==> src/rtl/vm_change_dispenser.sv <==
// vm_change_dispenser
//   Payout end of the vending-machine change interface. Collects the
//   coins owed from a one-cycle change code and drives the hopper one coin
//   at a time. Each coin uses an eject pulse and waits for the hopper's
//   coin_sns pulse. A missing coin_sns is supervised by a timeout, which
//   latches a fault until clr_fault is asserted.
//
// Ports
//   clk, rst   clock; synchronous active-high reset
//   change     coins to add; a nonzero value is valid for one cycle
//   coin_sns   one-cycle pulse from the hopper exit sensor
//   clr_fault  leaves FAULT and clears the fault flag
//   eject      hopper solenoid drive
//   busy       high when state != IDLE or pending != 0 (combinational)
//   pending    coins still owed, saturating at 15
//   paid       one-cycle pulse for each accepted coin_sns
//   done       one-cycle pulse when an accepted coin brings pending to 0
//   fault      high while in FAULT
//   ovf        sticky saturation flag; cleared only by rst
module vm_change_dispenser #(
  parameter int unsigned PULSE_CYC   = 4,
  parameter int unsigned GAP_CYC     = 2,
  parameter int unsigned TIMEOUT_CYC = 16
) (
  input  logic       clk,
  input  logic       rst,
  input  logic [2:0] change,
  input  logic       coin_sns,
  input  logic       clr_fault,
  output logic       eject,
  output logic       busy,
  output logic [3:0] pending,
  output logic       paid,
  output logic       done,
  output logic       fault,
  output logic       ovf
);

  localparam int unsigned CMAX = (PULSE_CYC > GAP_CYC) ? PULSE_CYC : GAP_CYC;
  localparam int unsigned CW   = $clog2(CMAX + 1);
  localparam int unsigned TW   = $clog2(TIMEOUT_CYC + 1);

  typedef enum logic [2:0] {
    S_IDLE,
    S_PULSE,
    S_WAIT,
    S_GAP,
    S_FAULT
  } state_t;

  state_t        state;
  logic [CW-1:0] cnt;   // shared by the PULSE and GAP phases
  logic [TW-1:0] tcnt;  // counts from the eject rise until coin_sns
  logic          accept;
  logic [4:0]    sum;
  logic          sat;

  // A coin is accepted only while eject is active or awaiting the sensor.
  // pending is always >= 1 in PULSE and WAIT, so sum cannot underflow.
  always_comb begin
    accept = coin_sns && ((state == S_PULSE) || (state == S_WAIT));
    sum    = 5'(pending) + 5'(change) - 5'(accept);
    sat    = (sum > 5'd15);
    busy   = (state != S_IDLE) || (pending != 4'd0);
  end

  always_ff @(posedge clk) begin
    if (rst) begin
      state   <= S_IDLE;
      cnt     <= '0;
      tcnt    <= '0;
      pending <= '0;
      eject   <= 1'b0;
      paid    <= 1'b0;
      done    <= 1'b0;
      fault   <= 1'b0;
      ovf     <= 1'b0;
    end else begin
      pending <= sat ? 4'hf : sum[3:0];
      if (sat)
        ovf <= 1'b1;
      paid <= accept;
      // sum == 0 after an accept implies no simultaneous add
      done <= accept && (sum == 5'd0);

      case (state)
        S_IDLE: begin
          eject <= 1'b0;
          if (pending != 4'd0) begin
            state <= S_PULSE;
            eject <= 1'b1;
            cnt   <= '0;
            tcnt  <= '0;
          end
        end
        S_PULSE: begin
          tcnt <= tcnt + 1'b1;
          if (accept) begin
            state <= S_GAP;
            eject <= 1'b0;
            cnt   <= '0;
          end else if (cnt == CW'(PULSE_CYC - 1)) begin
            state <= S_WAIT;
            eject <= 1'b0;
          end else begin
            cnt <= cnt + 1'b1;
          end
        end
        S_WAIT: begin
          eject <= 1'b0;
          tcnt  <= tcnt + 1'b1;
          if (accept) begin
            state <= S_GAP;
            cnt   <= '0;
          end else if (tcnt == TW'(TIMEOUT_CYC - 1)) begin
            state <= S_FAULT;
            fault <= 1'b1;
          end
        end
        S_GAP: begin
          eject <= 1'b0;
          if (cnt == CW'(GAP_CYC - 1)) begin
            if (pending != 4'd0) begin
              state <= S_PULSE;
              eject <= 1'b1;
              cnt   <= '0;
              tcnt  <= '0;
            end else begin
              state <= S_IDLE;
            end
          end else begin
            cnt <= cnt + 1'b1;
          end
        end
        S_FAULT: begin
          eject <= 1'b0;
          if (clr_fault) begin
            state <= S_IDLE;
            fault <= 1'b0;
          end
        end
        default: begin
          state <= S_IDLE;
          eject <= 1'b0;
        end
      endcase
    end
  end

endmodule

==> config.mk <==
export PLATFORM = sky130hd
export DESIGN_NAME = vm_change_dispenser
export DESIGN_NICKNAME = d
export VERILOG_FILES = /design/src/rtl/vm_change_dispenser.sv
export SDC_FILE = /design/constraint.sdc
export NUM_CORES = 1
export LEC_CHECK = 0
export CAP_MARGIN = 10
export CORE_MARGIN = 2
export CORE_UTILIZATION = 35
export DETAILED_ROUTE_END_ITERATION = 12
export PLACE_DENSITY = 0.6
export SETUP_SLACK_MARGIN = 0.2
export SKIP_LAST_GASP = 1
export SLEW_MARGIN = 15
export SYNTH_ARGS = -nofsm -noshare
export SYNTH_HDL_FRONTEND = slang
export SYNTH_SLANG_ARGS = --single-unit
==> constraint.sdc <==
create_clock -name clk -period 3 [get_ports clk]
set_clock_uncertainty 0.05 [all_clocks]
set_input_delay 0.6 -clock clk [delete_from_list [all_inputs] [get_ports clk]]
set_output_delay 0.6 -clock clk [all_outputs]
set_load 0.02 [all_outputs]
==> out/qor.json <==
{
  "outcome": {"value": "complete, no violations"},
  "vdd.ir_drop.worst": {"value": 0.2661, "unit": "mV"},
  "yosys_warnings": {"value": 0},
  "antenna_cells_inserted": {"value": 0},
  "yosys.area.top_type": {"value": "sky130_fd_sc_hd__dfxtp_1"},
  "seq_power_share": {"value": 31.8, "unit": "%"},
  "required_time_worst_endpoint": {"value": 2.35, "unit": "ns"},
  "holdWs": {"value": 0.4258, "unit": "ns"},
  "drt_pass1_iterations": {"value": 6},
  "placeableCoreArea": {"value": 0.003128, "unit": "mm²"},
  "layout-drive-gt1-share": {"value": 11.54, "unit": "%"},
  "chip_height": {"value": 61.82, "unit": "µm"},
  "num_rows": {"value": 20},
  "die_width": {"value": 61.82, "unit": "µm"},
  "slew_viol_final": {"value": 0},
  "cts_tree": {"value": "built"},
  "worst_pin_slew": {"value": 0.5678, "unit": "ns"},
  "clk-insertion-delay-late": {"value": 0.30, "unit": "ns"},
  "global_route.usage.total": {"value": 13.95, "unit": "%"},
  "wl_per_cell": {"value": 12.34, "unit": "µm"},
  "post_synth_mux_area_share": {"value": 0, "unit": "%"},
  "drc": {"value": 0},
  "clock_sink_count": {"value": 20},
  "grt_setup_unrepaired": {"value": "false"},
  "final_min_period_over_clock_period": {"value": 88.29, "unit": "%"},
  "place.gp.congestion": {"value": 0.7995},
  "power.density_cell_area": {"value": 833.9, "unit": "mW/mm²"},
  "cellInternalPower": {"value": 721.6, "unit": "µW"},
  "post_cts_buffers": {"value": 0},
  "maxcap_viol_count": {"value": 0},
  "post_synthesis_share_of_cell_area_spent_on_full_adders_half_adders_and_majority_gates": {"value": 14.55, "unit": "%"},
  "worstSetupEndpointType": {"value": "output pin"},
  "combinationalPowerShare": {"value": 55.5, "unit": "%"},
  "yosysUniqueCellTypes": {"value": 36},
  "cts.clk_slew.worst_paths": {"value": 0.11, "unit": "ns"},
  "cts.root.buffer_cell": {"value": "sky130_fd_sc_hd__clkbuf_4"},
  "via_count": {"value": 1018},
  "critPathLaunchType": {"value": "register"},
  "netlist_area": {"value": 0.001170, "unit": "mm²"},
  "power.net_switching": {"value": 506.5, "unit": "µW"},
  "antenna_found_initial": {"value": 0},
  "pin_count_of_the_biggest_net_entering_global_routing": {"value": 18},
  "portBuffers": {"value": 16},
  "synthSimpleGateAreaFrac": {"value": 18.07, "unit": "%"},
  "overall_power_of_the_completed_layout": {"value": 1228, "unit": "µW"},
  "crit_path_max_fanout": {"value": 9},
  "relSlewSlack": {"value": 61.86, "unit": "%"},
  "effective_utilization_at_floorplan": {"value": 37.40, "unit": "%"},
  "h_tree_level_count": {"value": 1},
  "mappedNetlistNets": {"value": 155},
  "synthDominantCellAreaShare": {"value": 34.22, "unit": "%"},
  "timing_hold_violations_final": {"value": 0},
  "postSynthRegisterBits": {"value": 20},
  "grt-ovfl-total": {"value": 0},
  "postRouteWirelength": {"value": 2.468, "unit": "mm"},
  "cts_buffers": {"value": 3},
  "synthesis.area_per_instance": {"value": 8.666, "unit": "µm²"},
  "finalCriticalPeriod": {"value": 2.649, "unit": "ns"},
  "xor_and_xnor_fraction_of_the_mapped_netlist_area": {"value": 2.246, "unit": "%"},
  "floorplan.die_area": {"value": 0.003821, "unit": "mm²"},
  "crit_type": {"value": "register to output pin"},
  "final_core_utilization": {"value": 47.08, "unit": "%"},
  "finish.instance_area": {"value": 0.001473, "unit": "mm²"},
  "finish_stage_setup_viols": {"value": 0},
  "postSynthCellCount": {"value": 135},
  "synth_top_family_by_area": {"value": "compound AO/OA/AOI/OAI gates"},
  "sw_frac_of_total": {"value": 41.24, "unit": "%"},
  "max_freq": {"value": 377.6, "unit": "MHz"},
  "pwr-share-clk": {"value": 12.7, "unit": "%"},
  "layout.nets": {"value": 177},
  "pin_count": {"value": 17},
  "final.fill_count": {"value": 317},
  "worst_ep_arrival_time": {"value": 2.00, "unit": "ns"},
  "drt_iter0_markers": {"value": 18},
  "finish.cell_count_without_fillers": {"value": 200},
  "place_hpwl": {"value": 1.917, "unit": "mm"},
  "holdBufCountCts": {"value": 0},
  "area_growth_syn_to_layout": {"value": 25.88, "unit": "%"},
  "yosys-top-cells-area": {"value": "sky130_fd_sc_hd__dfxtp_1, sky130_fd_sc_hd__ha_1, sky130_fd_sc_hd__a21oi_1"},
  "global_route_wire_length_before_repair": {"value": 3.912, "unit": "mm"},
  "grt_pass1_vias": {"value": 940},
  "post_dp_cell_area": {"value": 0.001409, "unit": "mm²"},
  "seq_area_frac_synth": {"value": 34.22, "unit": "%"},
  "viasPerCell": {"value": 5.090},
  "complex_gate_fraction_of_the_synthesized_area": {"value": 21.71, "unit": "%"},
  "power.leakage": {"value": 0.0006308, "unit": "µW"},
  "placedCellCount": {"value": 196},
  "worst_hold_path_class": {"value": "register to register"},
  "clk_path_buf_depth": {"value": 2},
  "number_of_nets_with_antenna_violations_after_routing": {"value": 0}
}
-- power by group through the flow --
stage | sequential [µW] | clock (µW) | combinational (µW)
floorplan | 423 | 0 | 374
global placement | 392 | 0 | 614
detailed placement | 395 | 0 | 632
CTS | 390 | 164 | 659
global route | 398 | 173 | 749
finish | 390 | 156 | 681
-- sequential cells by signal, indices dropped and copies added (netlist names) --
register / count
tcnt: 5
pending: 4
cnt: 3
state: 3
done: 1
eject: 1
fault: 1
ovf: 1
paid: 1
-- layout make-up --
type / count / area, µm² / area share (%)
multi-input cells: 87 / 686.9 / 46.64
flip-flops and latches: 20 / 400.4 / 27.19
repair buffers: 22 / 207.7 / 14.10
inverters: 23 / 86.33 / 5.862
well taps: 44 / 55.05 / 3.738
clock buffers: 4 / 36.28 / 2.464
-- layer usage --
layer	part of all wire, %	global-route usage, %
met4	1.5	7.295
met5	0	0
met2	51	25.41
met3	4.6	1.863
met1	43	15.70
-- metrics by stage --
step	worst slack, ns	setup TNS, ns
2_1_floorplan	0.4005	0
3_3_place_gp	-0.1139	-0.4856
3_5_place_dp	-0.1674	-0.7689
4_1_cts	0.2208	0
5_1_grt	0.2356	0
6_report	0.3514	0
-- worst paths after layout --
kind | to | from | cells after the start | slack [ns]
worst max-delay path | busy | pending[3] | 3 | 0.35
worst min-delay path | ovf | ovf | 2 | 0.43
worst max register to register | done | state[0] | 11 | 0.39
worst min register to register | ovf | ovf | 2 | 0.43
-- cells in the final DEF, fill, tap and decap left out, drive strengths merged, types with 2 or more instances in the layout --
| master | Yosys | layout |
|---|---|---|
| buf | 2 | 6 |
| and3b | 2 | 2 |
| a21oi | 18 | 18 |
| or4 | 2 | 2 |
| clkdlybuf4s50 | 0 | 15 |
| xnor2 | 2 | 2 |
| o21bai | 2 | 2 |
| and3 | 2 | 2 |
| clkbuf | 3 | 4 |
| nor3 | 6 | 6 |
| nor2 | 4 | 4 |
| nand3 | 3 | 3 |
| ha | 12 | 12 |
| o21ai | 3 | 3 |
| nand2b | 3 | 3 |
| nand3b | 3 | 3 |
| dfxtp | 20 | 20 |
| o31ai | 2 | 2 |
| a21o | 4 | 4 |
| inv | 23 | 23 |
| nor4 | 2 | 2 |
| nor2b | 3 | 3 |
| o32ai | 2 | 2 |
-- cells in the mapped netlist --
| master | number |
|---|---|
| sky130_fd_sc_hd__and3_1 | 2 |
| sky130_fd_sc_hd__a2111oi_0 | 1 |
| sky130_fd_sc_hd__nand3b_1 | 3 |
| sky130_fd_sc_hd__or3_1 | 1 |
| sky130_fd_sc_hd__nand2b_1 | 3 |
| sky130_fd_sc_hd__a22oi_1 | 1 |
| sky130_fd_sc_hd__buf_2 | 2 |
| sky130_fd_sc_hd__xnor2_1 | 2 |
| sky130_fd_sc_hd__nor2b_1 | 3 |
| sky130_fd_sc_hd__a21o_2 | 1 |
| sky130_fd_sc_hd__and4_1 | 1 |
| sky130_fd_sc_hd__xor2_1 | 1 |
| sky130_fd_sc_hd__a21o_1 | 3 |
| sky130_fd_sc_hd__o311ai_1 | 1 |
| sky130_fd_sc_hd__or4_1 | 2 |
| sky130_fd_sc_hd__and3b_1 | 2 |
| sky130_fd_sc_hd__nand2_1 | 1 |
| sky130_fd_sc_hd__ha_1 | 12 |
| sky130_fd_sc_hd__dfxtp_1 | 20 |
| sky130_fd_sc_hd__clkbuf_1 | 3 |
| sky130_fd_sc_hd__fa_1 | 1 |
| sky130_fd_sc_hd__nor4_1 | 1 |
| sky130_fd_sc_hd__o32ai_1 | 2 |
| sky130_fd_sc_hd__nor2_1 | 4 |
| sky130_fd_sc_hd__inv_1 | 23 |
| sky130_fd_sc_hd__o21bai_1 | 2 |
| sky130_fd_sc_hd__nor3_1 | 6 |
| sky130_fd_sc_hd__nand3_1 | 3 |
| sky130_fd_sc_hd__o311a_4 | 1 |
| sky130_fd_sc_hd__o22ai_1 | 1 |
| sky130_fd_sc_hd__o31ai_1 | 2 |
| sky130_fd_sc_hd__o21ai_0 | 3 |
| sky130_fd_sc_hd__a311oi_1 | 1 |
| sky130_fd_sc_hd__a21oi_1 | 18 |
| sky130_fd_sc_hd__o31a_1 | 1 |
| sky130_fd_sc_hd__nor4_4 | 1 |
-- kinds of logic after synthesis --
| logic type | Yosys count |
|---|---|
| AND/OR/NAND/NOR | 33 |
| AO/OA/AOI/OAI | 38 |
| buffers and inverters | 28 |
| adder cells (fa/ha/maj) | 13 |
| flip-flops | 20 |
| XOR/XNOR | 3 |
-- critical path: stages (launching register included) --
cell                              delay, ns
sky130_fd_sc_hd__dfxtp_1               0.40
sky130_fd_sc_hd__nor4_4                0.59
sky130_fd_sc_hd__nand3b_1              0.15
sky130_fd_sc_hd__clkdlybuf4s50_1       0.56
-- repair_timing --
| action | 4_1_cts | 5_1_grt |
|---|---|---|
| setup endpoints to repair | 3 | 6 |
| resized for setup | 2 | 4 |
| pin swaps | 0 | 3 |
Note: power is estimated with default switching activity, not from simulation.
